--- src/rtl/ifu_pkg.sv ---
// ifu_pkg: shared definitions for the instruction fetch unit.
//   - ifu_state_e      : fetch FSM state encoding
//   - IFU_FAULT_INST   : instruction word presented with a misalignment fault
//   - IFU_ALIGN_MASK   : PC bits that must be zero for a legal fetch
//   - ifu_misaligned() : alignment check on the low PC bits
package ifu_pkg;

    localparam int IFU_ADDR_W = 32;
    localparam int IFU_DATA_W = 32;

    localparam logic [31:0] IFU_FAULT_INST = 32'h0;
    localparam logic [1:0]  IFU_ALIGN_MASK = 2'b11;

    typedef enum logic [2:0] {
        IDLE = 3'd0,
        REQ  = 3'd1,
        WAIT = 3'd2,
        HOLD = 3'd3,
        DROP = 3'd4
    } ifu_state_e;

    function automatic logic ifu_misaligned(input logic [1:0] pc_lsb);
        return (pc_lsb & IFU_ALIGN_MASK) != 2'b00;
    endfunction

endpackage

--- src/rtl/ifu_fetch_if.sv ---
// ifu_fetch_if: all non-clock signals of the fetch unit.
//   core side   : pc, pc_valid, flush, ist, ist_valid, ist_ready, ist_fault
//   memory side : imem_req_valid/ready/addr, imem_rsp_valid/data/err
//   perf        : perf_fetch_cnt, perf_stall_cnt
// modport master : the fetch unit itself; modport slave : core + memory side.
interface ifu_fetch_if
    import ifu_pkg::*;
#(
    parameter int ADDR_W = IFU_ADDR_W,
    parameter int DATA_W = IFU_DATA_W
);
    logic [ADDR_W-1:0] pc;
    logic              pc_valid;
    logic              flush;
    logic [DATA_W-1:0] ist;
    logic              ist_valid;
    logic              ist_ready;
    logic              ist_fault;
    logic              imem_req_valid;
    logic              imem_req_ready;
    logic [ADDR_W-1:0] imem_req_addr;
    logic              imem_rsp_valid;
    logic [DATA_W-1:0] imem_rsp_data;
    logic              imem_rsp_err;
    logic [31:0]       perf_fetch_cnt;
    logic [31:0]       perf_stall_cnt;

    modport master (
        input  pc, pc_valid, flush, ist_ready,
        input  imem_req_ready, imem_rsp_valid, imem_rsp_data, imem_rsp_err,
        output ist, ist_valid, ist_fault,
        output imem_req_valid, imem_req_addr,
        output perf_fetch_cnt, perf_stall_cnt
    );

    modport slave (
        output pc, pc_valid, flush, ist_ready,
        output imem_req_ready, imem_rsp_valid, imem_rsp_data, imem_rsp_err,
        input  ist, ist_valid, ist_fault,
        input  imem_req_valid, imem_req_addr,
        input  perf_fetch_cnt, perf_stall_cnt
    );

endinterface

--- src/rtl/ifu_perf_cnt.sv ---
// ifu_perf_cnt: two free-running 32-bit event counters, wrapping mod 2^32.
//   clk, reset (async, active low)
//   fetch_inc_i / stall_inc_i : increment enables
//   fetch_cnt_o / stall_cnt_o : registered counts
module ifu_perf_cnt (
    input  logic        clk,
    input  logic        reset,
    input  logic        fetch_inc_i,
    input  logic        stall_inc_i,
    output logic [31:0] fetch_cnt_o,
    output logic [31:0] stall_cnt_o
);

    logic [31:0] fetch_q;
    logic [31:0] stall_q;

    always_ff @(posedge clk or negedge reset) begin
        if (!reset) begin
            fetch_q <= '0;
            stall_q <= '0;
        end else begin
            if (fetch_inc_i) fetch_q <= fetch_q + 32'd1;
            if (stall_inc_i) stall_q <= stall_q + 32'd1;
        end
    end

    assign fetch_cnt_o = fetch_q;
    assign stall_cnt_o = stall_q;

endmodule

--- src/rtl/ifu_fetch.sv ---
// ifu_fetch: instruction fetch unit in front of the RV32I core.
//   clk   : clock, all state on the rising edge
//   reset : asynchronous, active-low reset
//   bus   : ifu_fetch_if.master (core handshake, imem req/rsp, perf counters)
// Build option: IFU_PERF_CNT_EN instantiates ifu_perf_cnt; without it both
// perf outputs are tied to zero.
//
// state | meaning
// IDLE  | no fetch in progress, waiting for pc_valid
// REQ   | request presented on imem, waiting for imem_req_ready
// WAIT  | request accepted, waiting for the response
// HOLD  | instruction (or fault) presented on ist until consumed or flushed
// DROP  | accepted request was flushed; swallow its response
module ifu_fetch
    import ifu_pkg::*;
#(
    parameter int ADDR_W = IFU_ADDR_W,
    parameter int DATA_W = IFU_DATA_W
) (
    input  logic         clk,
    input  logic         reset,
    ifu_fetch_if.master  bus
);

    ifu_state_e        state_q;
    logic [DATA_W-1:0] ist_q;
    logic              ist_valid_q;
    logic              ist_fault_q;
    logic              req_valid_q;
    logic [ADDR_W-1:0] req_addr_q;
    logic              flush_seen_q;

    // A new PC is taken from IDLE, or from HOLD when the held word is consumed.
    logic accept_pc;
    logic pc_bad;

    assign accept_pc = bus.pc_valid &&
                       ((state_q == IDLE) ||
                        (state_q == HOLD && !bus.flush && bus.ist_ready));
    assign pc_bad    = ifu_misaligned(bus.pc[1:0]);

    always_ff @(posedge clk or negedge reset) begin
        if (!reset) begin
            state_q      <= IDLE;
            ist_q        <= '0;
            ist_valid_q  <= 1'b0;
            ist_fault_q  <= 1'b0;
            req_valid_q  <= 1'b0;
            req_addr_q   <= '0;
            flush_seen_q <= 1'b0;
        end else begin
            case (state_q)
                IDLE: ;
                REQ: begin
                    // A flush here cannot cancel the handshake; remember it so
                    // the response is discarded instead.
                    if (bus.flush) flush_seen_q <= 1'b1;
                    if (bus.imem_req_ready) begin
                        req_valid_q <= 1'b0;
                        state_q     <= (flush_seen_q || bus.flush) ? DROP : WAIT;
                    end
                end
                WAIT: begin
                    if (bus.imem_rsp_valid) begin
                        if (bus.flush) begin
                            state_q <= IDLE;
                        end else begin
                            ist_q       <= bus.imem_rsp_data;
                            ist_fault_q <= bus.imem_rsp_err;
                            ist_valid_q <= 1'b1;
                            state_q     <= HOLD;
                        end
                    end else if (bus.flush) begin
                        state_q <= DROP;
                    end
                end
                HOLD: begin
                    if (bus.flush || bus.ist_ready) begin
                        ist_valid_q <= 1'b0;
                        state_q     <= IDLE;
                    end
                end
                DROP: begin
                    if (bus.imem_rsp_valid) state_q <= IDLE;
                end
                default: state_q <= IDLE;
            endcase

            // Overrides the IDLE/HOLD outcome above when a new fetch starts.
            if (accept_pc) begin
                if (pc_bad) begin
                    ist_q       <= IFU_FAULT_INST;
                    ist_fault_q <= 1'b1;
                    ist_valid_q <= 1'b1;
                    state_q     <= HOLD;
                end else begin
                    req_valid_q  <= 1'b1;
                    req_addr_q   <= {bus.pc[ADDR_W-1:2], 2'b00};
                    flush_seen_q <= 1'b0;
                    ist_valid_q  <= 1'b0;
                    state_q      <= REQ;
                end
            end
        end
    end

    assign bus.ist            = ist_q;
    assign bus.ist_valid      = ist_valid_q;
    assign bus.ist_fault      = ist_fault_q;
    assign bus.imem_req_valid = req_valid_q;
    assign bus.imem_req_addr  = req_addr_q;

`ifdef IFU_PERF_CNT_EN
    logic fetch_inc;
    logic stall_inc;

    assign fetch_inc = (state_q == HOLD) && !bus.flush && bus.ist_ready;
    assign stall_inc = (state_q == REQ) || (state_q == WAIT);

    ifu_perf_cnt u_perf_cnt (
        .clk         (clk),
        .reset       (reset),
        .fetch_inc_i (fetch_inc),
        .stall_inc_i (stall_inc),
        .fetch_cnt_o (bus.perf_fetch_cnt),
        .stall_cnt_o (bus.perf_stall_cnt)
    );
`else
    assign bus.perf_fetch_cnt = '0;
    assign bus.perf_stall_cnt = '0;
`endif

endmodule

--- src/flat_wrapper.sv ---
// flat-port wrapper written by rule: the top's interface ports become plain ports
module ifu_fetch_flat import ifu_pkg::*;
#(
    parameter int ADDR_W = IFU_ADDR_W,
    parameter int DATA_W = IFU_DATA_W
)
  (clk, reset, bus_pc, bus_pc_valid, bus_flush, bus_ist_ready, bus_imem_req_ready, bus_imem_rsp_valid, bus_imem_rsp_data, bus_imem_rsp_err, bus_ist, bus_ist_valid, bus_ist_fault, bus_imem_req_valid, bus_imem_req_addr, bus_perf_fetch_cnt, bus_perf_stall_cnt);
  ifu_fetch_if #(.ADDR_W(ADDR_W), .DATA_W(DATA_W)) bus_i ();
  input  logic clk;
  input  logic reset;
  input wire logic [$bits(bus_i.pc)-1:0] bus_pc;
  input wire logic [$bits(bus_i.pc_valid)-1:0] bus_pc_valid;
  input wire logic [$bits(bus_i.flush)-1:0] bus_flush;
  input wire logic [$bits(bus_i.ist_ready)-1:0] bus_ist_ready;
  input wire logic [$bits(bus_i.imem_req_ready)-1:0] bus_imem_req_ready;
  input wire logic [$bits(bus_i.imem_rsp_valid)-1:0] bus_imem_rsp_valid;
  input wire logic [$bits(bus_i.imem_rsp_data)-1:0] bus_imem_rsp_data;
  input wire logic [$bits(bus_i.imem_rsp_err)-1:0] bus_imem_rsp_err;
  output wire logic [$bits(bus_i.ist)-1:0] bus_ist;
  output wire logic [$bits(bus_i.ist_valid)-1:0] bus_ist_valid;
  output wire logic [$bits(bus_i.ist_fault)-1:0] bus_ist_fault;
  output wire logic [$bits(bus_i.imem_req_valid)-1:0] bus_imem_req_valid;
  output wire logic [$bits(bus_i.imem_req_addr)-1:0] bus_imem_req_addr;
  output wire logic [$bits(bus_i.perf_fetch_cnt)-1:0] bus_perf_fetch_cnt;
  output wire logic [$bits(bus_i.perf_stall_cnt)-1:0] bus_perf_stall_cnt;
  assign bus_i.pc = bus_pc;
  assign bus_i.pc_valid = bus_pc_valid;
  assign bus_i.flush = bus_flush;
  assign bus_i.ist_ready = bus_ist_ready;
  assign bus_i.imem_req_ready = bus_imem_req_ready;
  assign bus_i.imem_rsp_valid = bus_imem_rsp_valid;
  assign bus_i.imem_rsp_data = bus_imem_rsp_data;
  assign bus_i.imem_rsp_err = bus_imem_rsp_err;
  assign bus_ist = bus_i.ist;
  assign bus_ist_valid = bus_i.ist_valid;
  assign bus_ist_fault = bus_i.ist_fault;
  assign bus_imem_req_valid = bus_i.imem_req_valid;
  assign bus_imem_req_addr = bus_i.imem_req_addr;
  assign bus_perf_fetch_cnt = bus_i.perf_fetch_cnt;
  assign bus_perf_stall_cnt = bus_i.perf_stall_cnt;
  ifu_fetch #(.ADDR_W(ADDR_W), .DATA_W(DATA_W)) u_core (.clk(clk), .reset(reset), .bus(bus_i));
endmodule
--- config.mk ---
export PLATFORM = sky130hd
export DESIGN_NAME = ifu_fetch_flat
export DESIGN_NICKNAME = d
export VERILOG_FILES = /design/src/rtl/ifu_pkg.sv /design/src/rtl/ifu_fetch_if.sv /design/src/rtl/ifu_perf_cnt.sv /design/src/rtl/ifu_fetch.sv /design/src/flat_wrapper.sv
export SDC_FILE = /design/constraint.sdc
export NUM_CORES = 1
export LEC_CHECK = 0
export BUFFER_PORTS_ARGS = -buffer_cell sky130_fd_sc_hd__buf_2
export CORE_ASPECT_RATIO = 1.1
export CORE_UTILIZATION = 44
export DETAILED_ROUTE_END_ITERATION = 8
export GPL_ROUTABILITY_DRIVEN = 0
export PLACE_DENSITY = 0.81
export SETUP_SLACK_MARGIN = 0.4
export SLEW_MARGIN = 15
export SYNTH_ARGS = -nofsm -noshare
export SYNTH_HDL_FRONTEND = slang
export SYNTH_SLANG_ARGS = --single-unit
--- constraint.sdc ---
create_clock -name clk -period 2.05 [get_ports clk]
set_clock_uncertainty 0.15 [all_clocks]
set_input_delay 0.41 -clock clk [delete_from_list [all_inputs] [get_ports clk]]
set_output_delay 0.41 -clock clk [all_outputs]
set_load 0.01 [all_outputs]
==> results by group <==
Final layout
  • Nets@finish: about 560
  • Non-Filler Instances: approximately 590
  • Ratio of cells with drive above 1 in the final layout: 48.1%
  • Multi-input combinational cell area: 1450 um2
  • Register Area: between 1500 and 2000 um2
  • Most common cell after layout, fill and taps aside: buf_2
  • Fill cells: roughly 660
  • Most frequent cells in the layout: buf_2, dfrtp_1, conb_1
  • Diode count: 0
  • Area grow syn2layout: 36.8%

Global routing
  • Initial antenna violation count: 0
  • Gr ovfl total: 0
  • Global-route wire length before repair: about 12 mm
  • Total track usage: a little under a fifth
  • Largest net degree at the start of global routing: 70
  • Number of global-route vias before repair: ~2500

Route
  • Drt pass-1 iters: 4
  • Post-Route WL: about 9 mm
  • Initial DRC Count: 75
  • Wire per inst: between 10 and 15 um
  • Routed wl met3: roughly 500 um
  • Wl on met1: 3.63 mm
  • Via density: between 4 and 5
  • Vias: 2747
  • DR top layer: met4
  • Detail Route Antenna Nets: 0
  • DR WL met2: roughly 4.6 mm
  • DRC viols: 0

Critical path
  • Critical path depth in cells: 5
  • R2R cell count: 5
  • CP max-delay cell: dfrtp_2
  • Worst EP required: ~2.1 ns
  • CP Capture Type: flip-flop
  • Critical Path AT: 1.88 ns
  • Slowest stage delay, CP: 0.44 ns
  • Startpoint types: flip-flop
  • CP top delay family: flip-flops
  • Crit path max fanout: 10
  • Cell chain of the critical path: and4b_1 -> o211a_1 -> and2_4 -> buf_12 -> mux2_4
  • WS Path Type: reg2reg
  • CP Buf/Inv Count: 1

Floorplan
  • Top Ports: 203
  • Area of the core: ~7500 um2
  • Die Ht: 94.9 um
  • Die Width: 86.5 um
  • Row Count: 33
  • Initial Util: between 40 and 50%
  • Die ar.: just over 8000 um2

Clocking
  • CTS Buffer Depth: 2
  • CTS tree: done
  • Clock Latency Late Sink: around 0.33 ns
  • Num CTS Buffers: 9
  • Reg clk slew, reported paths: roughly 0.08 ns
  • CTS root buffer: clkbuf_8
  • Htree depth: 3
  • Clock Sinks: 69

Power
  • Leakage: ~2.5 nW
  • Power Dens Cells: 1350 nW/um2
  • Max IR drop VDD: between 500 and 600 uV

Timing
  • Final period util: 88.2%
  • Fmax: roughly 550 MHz
  • Max Transition Viols Final: 0
  • Setup total negative slack: 0 ns
  • Final hold viol count: 0
  • Final setup fails: 0
  • Min Tclk post-route: 1.81 ns
  • RSZ-0062 raised after global routing: yes

Logic synthesis
  • Synth warn: 0
  • Top FF cell, synth: dfrtp_1
  • Cells after synthesis: about 330
  • Post-synthesis register bit count: 69
  • Seq/Total Area, Yosys: around half
  • Distinct cells, synth: 30
  • Post-Syn Area: around 3500 um2
  • Synth async-reset ratio: 100%
  • Syn avg cell area: around 11 um2
  • Post-synth EDFFs: 0

Place
  • Port Buffers: 136
  • Placed cells: between 500 and 600
  • Final HPWL DP: 5.25 mm

Worst hold path
  • Hold Crit Class: in2reg
  • Hold Path Depth: 2

Flow run
  • Max Cap Viol: 0

Run status
  • Status: complete, no violations
[routing by layer]
metal  track usage [%]  vias up
met3              3.85       10
met4              7.50        0
met5                 0        -
li1                  -     1255
met1              21.5     1354
met2              33.8      128
[cell families after synthesis]
logic type / synth area share [%]
AND/OR/NAND/NOR: 10.9
buffers and inverters: 18.4
flip-flops: 50.0
AO/OA/AOI/OAI: 7.90
multiplexers: 12.6
other: 0.109
[path summary, 6_finish.rpt]
| kind | start | to | slack, ns |
|---|---|---|---|
| max | u_core.state_q[0] | u_core.bus.imem_req_addr[30] | 0.24 |
| min in group asynchronous | reset | u_core.bus.imem_req_addr[18] | 0.49 |
| max reg2reg | u_core.state_q[0] | u_core.bus.imem_req_addr[30] | 0.24 |
| min | bus_pc[2] | u_core.bus.imem_req_addr[2] | 0.15 |
| min reg2reg | u_core.bus.ist[27] | u_core.bus.ist[27] | 0.36 |
| max in group asynchronous | reset | u_core.state_q[0] | 0.94 |
[stage by stage]
step | util, % | instance area (um2) | total power, mW | setup WS [ns] | hold WS (ns)
finish | 62.8 | 4720 | 6.36 | 0.242 | 0.153
global route | 62.8 | 4720 | 6.75 | 0.194 | 0.135
CTS | 58.2 | 4380 | 6.10 | 0.285 | 0.135
detailed placement | 53.7 | 4030 | 4.79 | 0.112 | 0.322
global placement | 53.7 | 4030 | 4.69 | 0.178 | 0.308
floorplan | - | 3770 | 3.93 | 0.142 | -0.0356
[power by group]
part / internal [mW] / leakage, nW / switching (mW)
Combinational: 1.46 / 1.50 / 1.35
Clock: 0.631 / 0.110 / 0.525
Sequential: 2.01 / 0.878 / 0.388
Total: 4.11 / 2.49 / 2.26
[Yosys cell counts (2+ instances only)]
cell type | count | area [um2]
o21ai_0 | 6 | 30.0
a31oi_1 | 4 | 25.0
buf_6 | 3 | 33.8
mux2_4 | 26 | 390
a21oi_1 | 34 | 170
nand2_1 | 67 | 251
nand2b_1 | 2 | 12.5
inv_1 | 2 | 7.51
nand3b_1 | 3 | 22.5
nor2_1 | 10 | 37.5
buf_2 | 5 | 25.0
clkbuf_1 | 9 | 33.8
buf_12 | 2 | 40.0
mux2_2 | 4 | 45.0
buf_4 | 66 | 495
dfrtp_1 | 69 | 1730
[worst register-to-register path, stage by stage, from the launching register on]
cell     delay, ns
dfrtp_2       0.44
and4b_1       0.20
o211a_1       0.23
and2_4        0.21
buf_12        0.17
mux2_4        0.30
[cell type report]
| type | count | area share [%] |
|---|---|---|
| Timing Repair Buffer | 167 | 25.4 |
| Tap cell | 105 | 2.78 |
| Inverter | 2 | 0.159 |
| Clock inverter | 5 | 1.22 |
| Clock buffer | 11 | 3.21 |
| Multi-Input combinational cell | 235 | 30.6 |
| Sequential cell | 69 | 36.6 |
[sequential cells by signal (all words and copies together), names as in the netlist]
signal,cells
u_core.state_q,3
u_core.bus.ist_valid,1
u_core.bus.ist_fault,1
u_core.bus.ist,32
u_core.bus.imem_req_valid,1
u_core.bus.imem_req_addr,30
u_core.flush_seen_q,1
[what timing repair did]
item | CTS | global route
resized for setup | 7 | 30
pin swaps | 0 | 5
setup endpoints to repair | 64 | 68
setup buffers | 7 | 2
hold endpoints to repair | 69 | 0
hold buffers | 1 | 0
cloned | 2 | 9
Note: power is estimated with default switching activity, not from simulation.
